## config.mk

```make
export PLATFORM = sky130hd
export DESIGN_NAME = reset_sequencer_flat
export DESIGN_NICKNAME = d
export VERILOG_FILES = /design/src/rtl/rst_seq_pkg.sv /design/src/rtl/reset_sequencer_if.sv /design/src/rtl/rst_seq_timer.sv /design/src/rtl/reset_sequencer.sv /design/src/flat_wrapper.sv
export SDC_FILE = /design/constraint.sdc
export NUM_CORES = 1
export LEC_CHECK = 0
export CORE_MARGIN = 5
export CORE_UTILIZATION = 45
export CTS_BUF_LIST = sky130_fd_sc_hd__clkbuf_8
export DETAILED_ROUTE_END_ITERATION = 8
export PLACE_DENSITY = 0.79
export SYNTH_ARGS = -nofsm -noshare
export SYNTH_HDL_FRONTEND = slang
export SYNTH_SLANG_ARGS = --single-unit
```

## constraint.sdc

```tcl
create_clock -name clk -period 1.9 [get_ports clk]
set_input_delay 0.285 -clock clk [delete_from_list [all_inputs] [get_ports clk]]
set_output_delay 0.285 -clock clk [all_outputs]
set_load 0.05 [all_outputs]
```

## src/rtl/rst_seq_pkg.sv

```systemverilog
// Shared types, defaults and width helpers for the reset sequencer.
// ST_ASSERT exists only when RSTSEQ_REVERSE_ASSERT_EN is defined.
package rst_seq_pkg;

  localparam int unsigned DEF_NUM_STAGES  = 3;
  localparam int unsigned DEF_STAGE_DELAY = 16;
  localparam int unsigned DEF_TIMEOUT_CYC = 255;

  typedef enum logic [2:0] {
    ST_HOLD     = 3'd0,
    ST_DELAY    = 3'd1,
    ST_WAIT_ACK = 3'd2,
    ST_DONE     = 3'd3,
    ST_ERROR    = 3'd4
`ifdef RSTSEQ_REVERSE_ASSERT_EN
    , ST_ASSERT = 3'd5
`endif
  } state_e;

  // Stage index width, never narrower than one bit.
  function automatic int unsigned stg_w(input int unsigned n);
    return (n <= 1) ? 1 : $clog2(n);
  endfunction

  // Counter wide enough to hold the larger of the two terminal counts.
  function automatic int unsigned cnt_w(input int unsigned dly, input int unsigned tmo);
    return $clog2(((dly > tmo) ? dly : tmo) + 1);
  endfunction

endpackage

```

## src/rtl/reset_sequencer_if.sv

```systemverilog
// Control/status bundle between the reset sequencer and the reset domains it drives.
interface reset_sequencer_if
  import rst_seq_pkg::*;
#(
  parameter int unsigned NUM_STAGES = DEF_NUM_STAGES
);
  localparam int unsigned STG_W = stg_w(NUM_STAGES);

  logic                  soft_rst_req;
  logic [NUM_STAGES-1:0] stage_ack;
  logic [NUM_STAGES-1:0] stage_rst_n;
  logic                  seq_done;
  logic                  seq_err;
  logic [STG_W-1:0]      err_stage;

  modport master (
    input  soft_rst_req, stage_ack,
    output stage_rst_n, seq_done, seq_err, err_stage
  );

  modport slave (
    output soft_rst_req, stage_ack,
    input  stage_rst_n, seq_done, seq_err, err_stage
  );
endinterface

```

## src/rtl/rst_seq_timer.sv

```systemverilog
// Clearable up-counter with terminal-count compare; holds at terminal count.
module rst_seq_timer #(
  parameter int unsigned W = 8
) (
  input  logic         clk,
  input  logic         rst_n,
  input  logic         clr,
  input  logic         en,
  input  logic [W-1:0] tc_val,
  output logic         tc_c
);
  logic [W-1:0] cnt;

  always_ff @(posedge clk or negedge rst_n) begin
    if (!rst_n) begin
      cnt <= '0;
    end else if (clr) begin
      cnt <= '0;
    end else if (en && !tc_c) begin
      cnt <= cnt + W'(1);
    end
  end

  assign tc_c = (cnt == tc_val);
endmodule

```

## src/rtl/reset_sequencer.sv

```systemverilog
// Releases NUM_STAGES reset domains in order, each after a delay and an ack.
// RSTSEQ_REVERSE_ASSERT_EN: soft reset re-asserts stages one per edge, highest first.
module reset_sequencer
  import rst_seq_pkg::*;
#(
  parameter int unsigned NUM_STAGES  = DEF_NUM_STAGES,
  parameter int unsigned STAGE_DELAY = DEF_STAGE_DELAY,
  parameter int unsigned TIMEOUT_CYC = DEF_TIMEOUT_CYC
) (
  input  logic               clk,
  input  logic               rst_n,
  reset_sequencer_if.master  bus
);
  localparam int unsigned STG_W = stg_w(NUM_STAGES);
  localparam int unsigned CNT_W = cnt_w(STAGE_DELAY, TIMEOUT_CYC);
  localparam logic [STG_W-1:0] LAST_IDX = STG_W'(NUM_STAGES - 1);
  localparam logic [CNT_W-1:0] DLY_TC   = CNT_W'(STAGE_DELAY - 1);
  localparam logic [CNT_W-1:0] TMO_TC   = CNT_W'(TIMEOUT_CYC - 1);

  state_e                state_q, state_d;
  logic [STG_W-1:0]      idx_q, idx_d;
  logic [NUM_STAGES-1:0] rst_q, rst_d;
  logic                  done_q, done_d;
  logic                  err_q, err_d;
  logic [STG_W-1:0]      err_stage_q, err_stage_d;

  logic                  tmr_clr_c;
  logic                  tmr_en_c;
  logic [CNT_W-1:0]      tmr_tc_val_c;
  logic                  tmr_hit_c;
`ifdef RSTSEQ_REVERSE_ASSERT_EN
  logic                  found_c;
`endif

  // One counter serves both the release delay and the ack timeout.
  assign tmr_tc_val_c = (state_q == ST_WAIT_ACK) ? TMO_TC : DLY_TC;

  rst_seq_timer #(.W(CNT_W)) u_timer (
    .clk    (clk),
    .rst_n  (rst_n),
    .clr    (tmr_clr_c),
    .en     (tmr_en_c),
    .tc_val (tmr_tc_val_c),
    .tc_c   (tmr_hit_c)
  );

  always_ff @(posedge clk or negedge rst_n) begin
    if (!rst_n) begin
      state_q     <= ST_HOLD;
      idx_q       <= '0;
      rst_q       <= '0;
      done_q      <= 1'b0;
      err_q       <= 1'b0;
      err_stage_q <= '0;
    end else begin
      state_q     <= state_d;
      idx_q       <= idx_d;
      rst_q       <= rst_d;
      done_q      <= done_d;
      err_q       <= err_d;
      err_stage_q <= err_stage_d;
    end
  end

  always_comb begin
    state_d     = state_q;
    idx_d       = idx_q;
    rst_d       = rst_q;
    done_d      = done_q;
    err_d       = err_q;
    err_stage_d = err_stage_q;
    tmr_en_c    = 1'b0;
`ifdef RSTSEQ_REVERSE_ASSERT_EN
    found_c     = 1'b0;
`endif

    unique case (state_q)
      ST_HOLD: begin
        rst_d = '0;
        idx_d = '0;
        if (!bus.soft_rst_req) state_d = ST_DELAY;
      end
      ST_DELAY: begin
        tmr_en_c = 1'b1;
        if (tmr_hit_c) begin
          rst_d[idx_q] = 1'b1;
          state_d      = ST_WAIT_ACK;
        end
      end
      ST_WAIT_ACK: begin
        // Ack beats a coinciding timeout.
        if (bus.stage_ack[idx_q]) begin
          if (idx_q == LAST_IDX) begin
            state_d = ST_DONE;
            done_d  = 1'b1;
          end else begin
            idx_d   = idx_q + STG_W'(1);
            state_d = ST_DELAY;
          end
        end else begin
          tmr_en_c = 1'b1;
          if (tmr_hit_c) begin
            state_d      = ST_ERROR;
            err_d        = 1'b1;
            err_stage_d  = idx_q;
            rst_d[idx_q] = 1'b0;
          end
        end
      end
      ST_DONE: begin
        rst_d  = '1;
        done_d = 1'b1;
      end
      ST_ERROR: begin
        state_d = ST_ERROR;
      end
`ifdef RSTSEQ_REVERSE_ASSERT_EN
      ST_ASSERT: begin
        done_d      = 1'b0;
        err_d       = 1'b0;
        err_stage_d = '0;
        idx_d       = '0;
        for (int i = int'(NUM_STAGES) - 1; i >= 0; i--) begin
          if (!found_c && rst_q[i]) begin
            rst_d[i] = 1'b0;
            found_c  = 1'b1;
          end
        end
        if (rst_d == '0) state_d = ST_HOLD;
      end
`endif
      default: state_d = ST_HOLD;
    endcase

    // Soft reset overrides ack and timeout from any active state.
    if (bus.soft_rst_req &&
        (state_q inside {ST_DELAY, ST_WAIT_ACK, ST_DONE, ST_ERROR})) begin
`ifdef RSTSEQ_REVERSE_ASSERT_EN
      state_d     = ST_ASSERT;
      idx_d       = idx_q;
      rst_d       = rst_q;
      done_d      = done_q;
      err_d       = err_q;
      err_stage_d = err_stage_q;
`else
      state_d     = ST_HOLD;
      idx_d       = '0;
      rst_d       = '0;
      done_d      = 1'b0;
      err_d       = 1'b0;
      err_stage_d = '0;
`endif
    end

    tmr_clr_c = (state_d != state_q);
  end

  assign bus.stage_rst_n = rst_q;
  assign bus.seq_done    = done_q;
  assign bus.seq_err     = err_q;
  assign bus.err_stage   = err_stage_q;

endmodule

```

## src/flat_wrapper.sv

```systemverilog
// flat-port wrapper written by rule: the top's interface ports become plain ports
module reset_sequencer_flat import rst_seq_pkg::*;
#(
  parameter int unsigned NUM_STAGES  = DEF_NUM_STAGES,
  parameter int unsigned STAGE_DELAY = DEF_STAGE_DELAY,
  parameter int unsigned TIMEOUT_CYC = DEF_TIMEOUT_CYC
)
  (clk, rst_n, bus_soft_rst_req, bus_stage_ack, bus_stage_rst_n, bus_seq_done, bus_seq_err, bus_err_stage);
  reset_sequencer_if #(.NUM_STAGES(NUM_STAGES)) bus_i ();
  input  logic clk;
  input  logic rst_n;
  input wire logic [$bits(bus_i.soft_rst_req)-1:0] bus_soft_rst_req;
  input wire logic [$bits(bus_i.stage_ack)-1:0] bus_stage_ack;
  output wire logic [$bits(bus_i.stage_rst_n)-1:0] bus_stage_rst_n;
  output wire logic [$bits(bus_i.seq_done)-1:0] bus_seq_done;
  output wire logic [$bits(bus_i.seq_err)-1:0] bus_seq_err;
  output wire logic [$bits(bus_i.err_stage)-1:0] bus_err_stage;
  assign bus_i.soft_rst_req = bus_soft_rst_req;
  assign bus_i.stage_ack = bus_stage_ack;
  assign bus_stage_rst_n = bus_i.stage_rst_n;
  assign bus_seq_done = bus_i.seq_done;
  assign bus_seq_err = bus_i.seq_err;
  assign bus_err_stage = bus_i.err_stage;
  reset_sequencer #(.NUM_STAGES(NUM_STAGES), .STAGE_DELAY(STAGE_DELAY), .TIMEOUT_CYC(TIMEOUT_CYC)) u_core (.clk(clk), .rst_n(rst_n), .bus(bus_i));
endmodule
```

## After elaboration in Yosys (flattened, before gate mapping)

Cells that the tools add are included.

- Add/sub/neg operators: 2
- Multipliers: 0
- Div/mod/pow operators: 0
- $lt $le $gt $ge: 2
- Equality and inequality tests: 14
- Shift operators: 0
- Multiplexer cells: 37
- Bitwise logic cells: 3
- Reduce and logical (&&, ||, !) cells: 16

Operators by type and width:

| cell | count |
|---|---|
| $mux 3 | 9 |
| $mux 8 | 3 |
| $ne 3x3->1 const B | 6 |
| $mux 2 | 8 |
| $pmux 3 s5 | 1 |
| $pmux 3 s4 | 1 |
| $mux 1 | 10 |
| $reduce_and 3->1 | 3 |
| $add 8x1->8 const B | 1 |
| $eq 8x8->1 | 1 |
| $eq 3x2->1 const B | 2 |
| $reduce_bool 2->1 | 3 |
| $reduce_bool 3->1 | 2 |
| $reduce_bool 5->1 | 1 |
| $pmux 1 s2 | 2 |
| $pmux 2 s2 | 1 |
| $reduce_and 4->1 | 1 |
| $reduce_bool 4->1 | 1 |
| $and 3x3->3 | 1 |
| $eq 3x1->1 const B | 1 |
| $eq 3x3->1 const B | 1 |
| $logic_and 1x1->1 | 3 |
| $logic_not 3->1 | 1 |
| $lt 2x3->1 const B | 1 |
| 10 further kinds | 10 |

- Register bits: 20
- Latch bits: 0
- RAM bits: 0
- Bits in read-only memories: 0
- Input port bits: 6
- Output and inout bits: 7
- Logic and storage cells: 81
- Memories kept: 0

## Depth between registers and ports, before layout

- Word-level depth: 10
- Depth in mapped cells: 9

## Cells and area by module

From an unflattened synthesis, not the netlist that was laid out.

- Cells, all modules: 159
- Area total of the unflattened synthesis: 1410.1 sq um

By module, submodules not included:

| module | times used | cells each | area an instance (sq um) | seq. area each (sq um) |
|---|---|---|---|---|
| reset_sequencer | 1 | 104 | 862.1 | 300.3 |
| rst_seq_timer | 1 | 55 | 548.0 | 200.2 |

## Worst setup path before layout

No wires, ideal clock.

- Path type: reg-to-reg
- Start: register u_core.idx_q[1]
- End: register u_core.u_timer.cnt[6]
- Arrival: 1.760 ns
- Required time: 1.813 ns
- Setup slack: 0.053 ns
- Cell stages (with the launch flop): 7
- Path buffers: 1
- Period minus slack after synthesis: 1.847 ns
- Cell sequence: dfrtp_1 > mux2i_1 > o211ai_1 > o22a_4 > buf_6 > or3_1 > a211oi_2

- Longest elaborated chain between the ends: 7
- Elaborated cells between the ends (all ways): 13
- Those cells by class: eq/ne: 2; mux: 9; reduce/logical: 2

RTL lines:

| item | line | RTL |
|---|---|---|
| start, declared | reset_sequencer.sv:21 | `logic [STG_W-1:0] idx_q, idx_d;` |
| start signal, assigned | reset_sequencer.sv:57 | `idx_q <= idx_d;` |
| $bmux 1 s2 or $eq 2x2->1 (tied branches) | reset_sequencer.sv:92, reset_sequencer.sv:93 |  |
| $mux 1 (implied by the code) or $mux 2 (tied branches) | reset_sequencer.sv:92, reset_sequencer.sv:93 |  |
| $mux 3 | reset_sequencer.sv:92 | `if (bus.stage_ack[idx_q]) begin` |
| $pmux 3 s5 | reset_sequencer.sv:77 | `unique case (state_q)` |
| $mux 3 | reset_sequencer.sv:136 | `if (bus.soft_rst_req &&` |
| $ne 3x3->1 | reset_sequencer.sv:155 | `tmr_clr_c = (state_d != state_q);` |
| $mux 8 or $reduce_bool 2->1 (tied branches) | - |  |
| end signal, assigned | rst_seq_timer.sv:20 | `cnt <= cnt + W'(1);` |
| end, declared | rst_seq_timer.sv:12 | `logic [W-1:0] cnt;` |

Parallel ways exist; a longest one is shown, timed or not. The select of a mux whose other input is x is not followed.
A chain may end at the register's enable or synchronous reset.

## Worst setup path after layout

- Start: register u_core.state_q[0]
- End: register u_core.rst_q[2] (netlist: u_core.bus.stage_rst_n[2])

- Longest elaborated chain between the ends: 5
- Elaborated cells between the ends (all ways): 16
- Those cells by class: eq/ne: 8; mux: 3; reduce/logical: 5

RTL lines:

| item | line | RTL |
|---|---|---|
| start, declared | reset_sequencer.sv:20 | `state_e state_q, state_d;` |
| start signal, assigned | reset_sequencer.sv:56 | `state_q <= state_d;` |
| $eq 3x2->1 (tied with other cells) | reset_sequencer.sv:36, reset_sequencer.sv:77, reset_sequencer.sv:137 |  |
| $mux 8 or $reduce_bool 4->1 (tied branches) | reset_sequencer.sv:36, reset_sequencer.sv:137 |  |
| $eq 8x8->1 or $logic_and 1x1->1 (tied branches) | rst_seq_timer.sv:24, reset_sequencer.sv:136 |  |
| $ne 3x3->1 (no source line) or $reduce_bool 5->1 (tied branches) | - |  |
| $reduce_and 4->1 (no source line) | - |  |
| end signal, assigned | reset_sequencer.sv:58 | `rst_q <= rst_d;` |
| end, declared | reset_sequencer.sv:22 | `logic [NUM_STAGES-1:0] rst_q, rst_d;` |

Parallel ways exist; a longest one is shown, timed or not.

==> impl_metrics.py <==
metrics = {
    "placement": {
        "dp_slack_ps": -237,
        "dp_hpwl_um": 2690,
        "port_buffers": 12,
        "gp_congestion": 0.906,
        "place_inst": 213,
        "place_area_sq_um": 1670,
    },
    "logic_synthesis": {
        "synth_ff_type": "dfrtp_1",
        "ys_seq_area_share_pct": 37.0,
        "ys_ff_latch": 20,
        "synth.avg_cell_area_sq_um": 8.96,
        "ys_types": 48,
        "synth_nets": 161,
        "syn_inst": 151,
        "yosysWarnings": 0,
        "synth_edf_count": 0,
        "synth_area_sq_um": 1350,
        "async_flop_share_pct": 100,
    },
    "sta": {
        "finalCriticalPeriod_ps": 1920,
        "period_share_pct": 101,
        "hold_violations": 0,
        "rsz0062_at_grt": "true",
        "maxSlewViolCount": 0,
        "fmax_mhz": 522,
        "finalSetupViolCount": 3,
        "worst_slack_ps": -15.2,
        "tightest_slew_ps": 550,
        "relSlewSlack_pct": 63.2,
        "fin_worst_skew_ps": 2.43,
    },
    "critical_path": {
        "endpoint": "u_core.bus.stage_rst_n[2]",
        "worst-path-buf-inv": 1,
        "required_ps": 2050,
        "startpoint": "u_core.state_q[0]",
        "worstPathCellList": "or3b_1 > nor3_2 > a211oi_1 > buf_4 > o32a_1",
        "crit_type": "reg -> reg",
        "cp_num_cells": 5,
        "cpPeakStageDelay_ps": 490,
        "r2r_end": "u_core.bus.stage_rst_n[2]",
        "r2r_cells": 5,
        "rrSetupSlack_ps": -20,
        "start_kind": "flip-flop",
        "path_delay_family": "simple AND/OR/NAND/NOR gates",
        "critPathSlowestCell": "dfrtp_2",
        "endpoint_kind": "flip-flop",
        "critPathArrivalTime_ps": 2070,
        "cp_max_fo": 6,
        "r2r_start": "u_core.state_q[0]",
    },
    "global_routing": {
        "grt_pass1_wl_um": 6270,
        "met1_usage_pct": 21.2,
        "grt_overflow": 0,
        "grtUsageMet3_pct": 3.63,
        "grt_max_degree": 21,
        "grtUsageTotal_pct": 18.8,
        "grt_pass1_vias": 1433,
        "antenna_found_initial": 0,
        "grt_use_met2_pct": 33.5,
        "top_usage_layer": "met2",
    },
    "min_path": {
        "hp-class": "in -> async",
    },
    "cells_and_area": {
        "nNetsFinal": 202,
        "mostFrequentLayoutCells": "31 x buf_4, 15 x dfrtp_1, 12 x clkdlybuf4s50_1",
        "drive_gt1_share_pct": 37.2,
        "finish.instance_area_sq_um": 1880,
        "synthToLayoutAreaGrowth_pct": 39.1,
        "num_antenna_cells": 0,
        "layout_commonest_cell": "buf_4",
        "final_cells": 222,
    },
    "clock_network": {
        "clk_pin_slew_worst_paths_ps": 80,
        "root_buffer": "clkbuf_8",
        "clock_sinks": 20,
        "htree_levels": 1,
        "cts_buffers": 3,
        "ctsHoldBuffers": 0,
        "clk_latency_ps": 270,
        "cts_tree": "done",
        "cts_max_path_buffers": 2,
    },
    "drt": {
        "dr.pass1.iters": 4,
        "vias": 1406,
        "drc": 0,
        "drt_iter0_drc": 87,
        "viasPerCell": 6.33,
        "routed_wl_um": 4170,
        "ant_nets": 0,
        "wl_per_cell_um": 18.8,
    },
    "floorplanning": {
        "num_io_pins": 13,
        "die_y_um": 64.8,
        "fp.coreArea_sq_um": 2830,
        "start_util_pct": 47.8,
        "die_x_um": 64.8,
        "die_area_sq_um": 4200,
        "rows": 19,
    },
    "job": {
        "drv_cap": 0,
    },
    "power": {
        "ir_drop_uv": 617,
        "cellPowerDensity_nw_per_um2": 539,
        "p_leak_nw": 0.773,
    },
    "run_status": {
        "outcome": "complete, but fails checks",
        "failed_checks": "negative setup slack",
    },
}
## cell usage after synthesis (2+ instances only)
master	n	area (sq um)
a211oi_1	5	37.5
a211oi_2	2	25.0
a21boi_1	2	15.0
a21oi_1	7	35.0
a2bb2oi_1	2	17.5
a31oi_1	2	12.5
and3_1	2	12.5
and4_1	2	17.5
buf_2	2	10.0
buf_6	2	22.5
clkbuf_1	4	15.0
dfrtp_1	20	500
ha_1	4	50.1
inv_1	6	22.5
mux2_1	2	22.5
mux2i_1	2	20.0
nand2_1	6	22.5
nand3_1	5	25.0
nand4_1	3	18.8
nor2_1	12	45.0
nor2_2	2	12.5
nor2b_1	4	25.0
nor3_1	10	50.1
o211ai_1	2	15.0
o21ai_0	8	40.0
o21ai_1	2	10.0
o221ai_1	2	17.5
o22ai_1	2	12.5
o32a_1	2	20.0
or3_1	6	37.5
or3b_1	2	17.5
## sequential cells by signal (all words and copies together), names as in the netlist
register	flops
u_core.bus.seq_err	1
u_core.bus.stage_rst_n	3
u_core.state_q	3
u_core.u_timer.cnt	8
u_core.bus.seq_done	1
u_core.idx_q	2
u_core.bus.err_stage	2
## where the power goes
part	internal, mW	switching, mW
clock network	0.282	0.159
registers	0.433	0.0119
logic	0.0586	0.0702
total	0.773	0.241
## stage by stage
step	power, mW	hold slack (ps)	TNS, ps	utilization, %
global placement	0.559	488	-1360	58.9
finish	1.01	344	-30.6	66.5
CTS	1.00	352	0	62.2
global route	1.04	380	-787	66.5
floorplan	0.510	-10.6	0	-
detailed placement	0.563	490	-2270	58.9
## worst register-to-register path, cell delays in order (launching register included)
cell      delay, ps
dfrtp_2         490
or3b_1          480
nor3_2          240
a211oi_1         90
buf_4           170
o32a_1          330
## per-layer routing
layer / vias to the layer above / share of wire [%]
met4: 0 / 2.7
met5: - / 0
met3: 14 / 6.8
met1: 680 / 39
met2: 65 / 51
li1: 647 / -
## area by class of cell
cell class	instances	area (sq um)
clock buffer	3	41.3
timing repair buffer	43	353
clock inverter	1	30.0
fill	195	947
tap	31	38.8
inverter	8	32.5
sequential	20	507
multi-input combinational	116	880
## repair_timing
| action | 4_1_cts | 5_1_grt |
|---|---|---|
| pin swaps | 2 | 7 |
| cloned | 0 | 1 |
| resized for setup | 5 | 24 |
| endpoints found under the setup margin | 11 | 13 |
| buffers inserted | 1 | 3 |
| hold endpoints to repair | 0 | 0 |
## worst min path at each step
stage          slack [ps]                        end                       from
3_5_place_dp          490         u_core.bus.seq_err         u_core.bus.seq_err
6_report              340      u_core.u_timer.cnt[3]                      rst_n
4_1_cts               350      u_core.u_timer.cnt[1]                      rst_n
5_1_grt               380      u_core.u_timer.cnt[3]                      rst_n
2_1_floorplan         -10    u_core.bus.err_stage[0]                      rst_n
3_3_place_gp          490  u_core.bus.stage_rst_n[2]  u_core.bus.stage_rst_n[2]
## cell families (layout without fill, tap and decap cells)
group	count (synthesis)	count (layout)	synth area share (%)
AOI/OAI and AO/OA	41	42	21.5
and+or+nand+nor	64	64	27.5
xor gates and xnor gates	2	2	1.30
DFF	20	20	37.0
muxes	4	4	3.15
adders and majority gates	4	4	3.70
buffers and inverters	16	55	5.92
No activity file was read; power rests on OpenSTA's default activity.
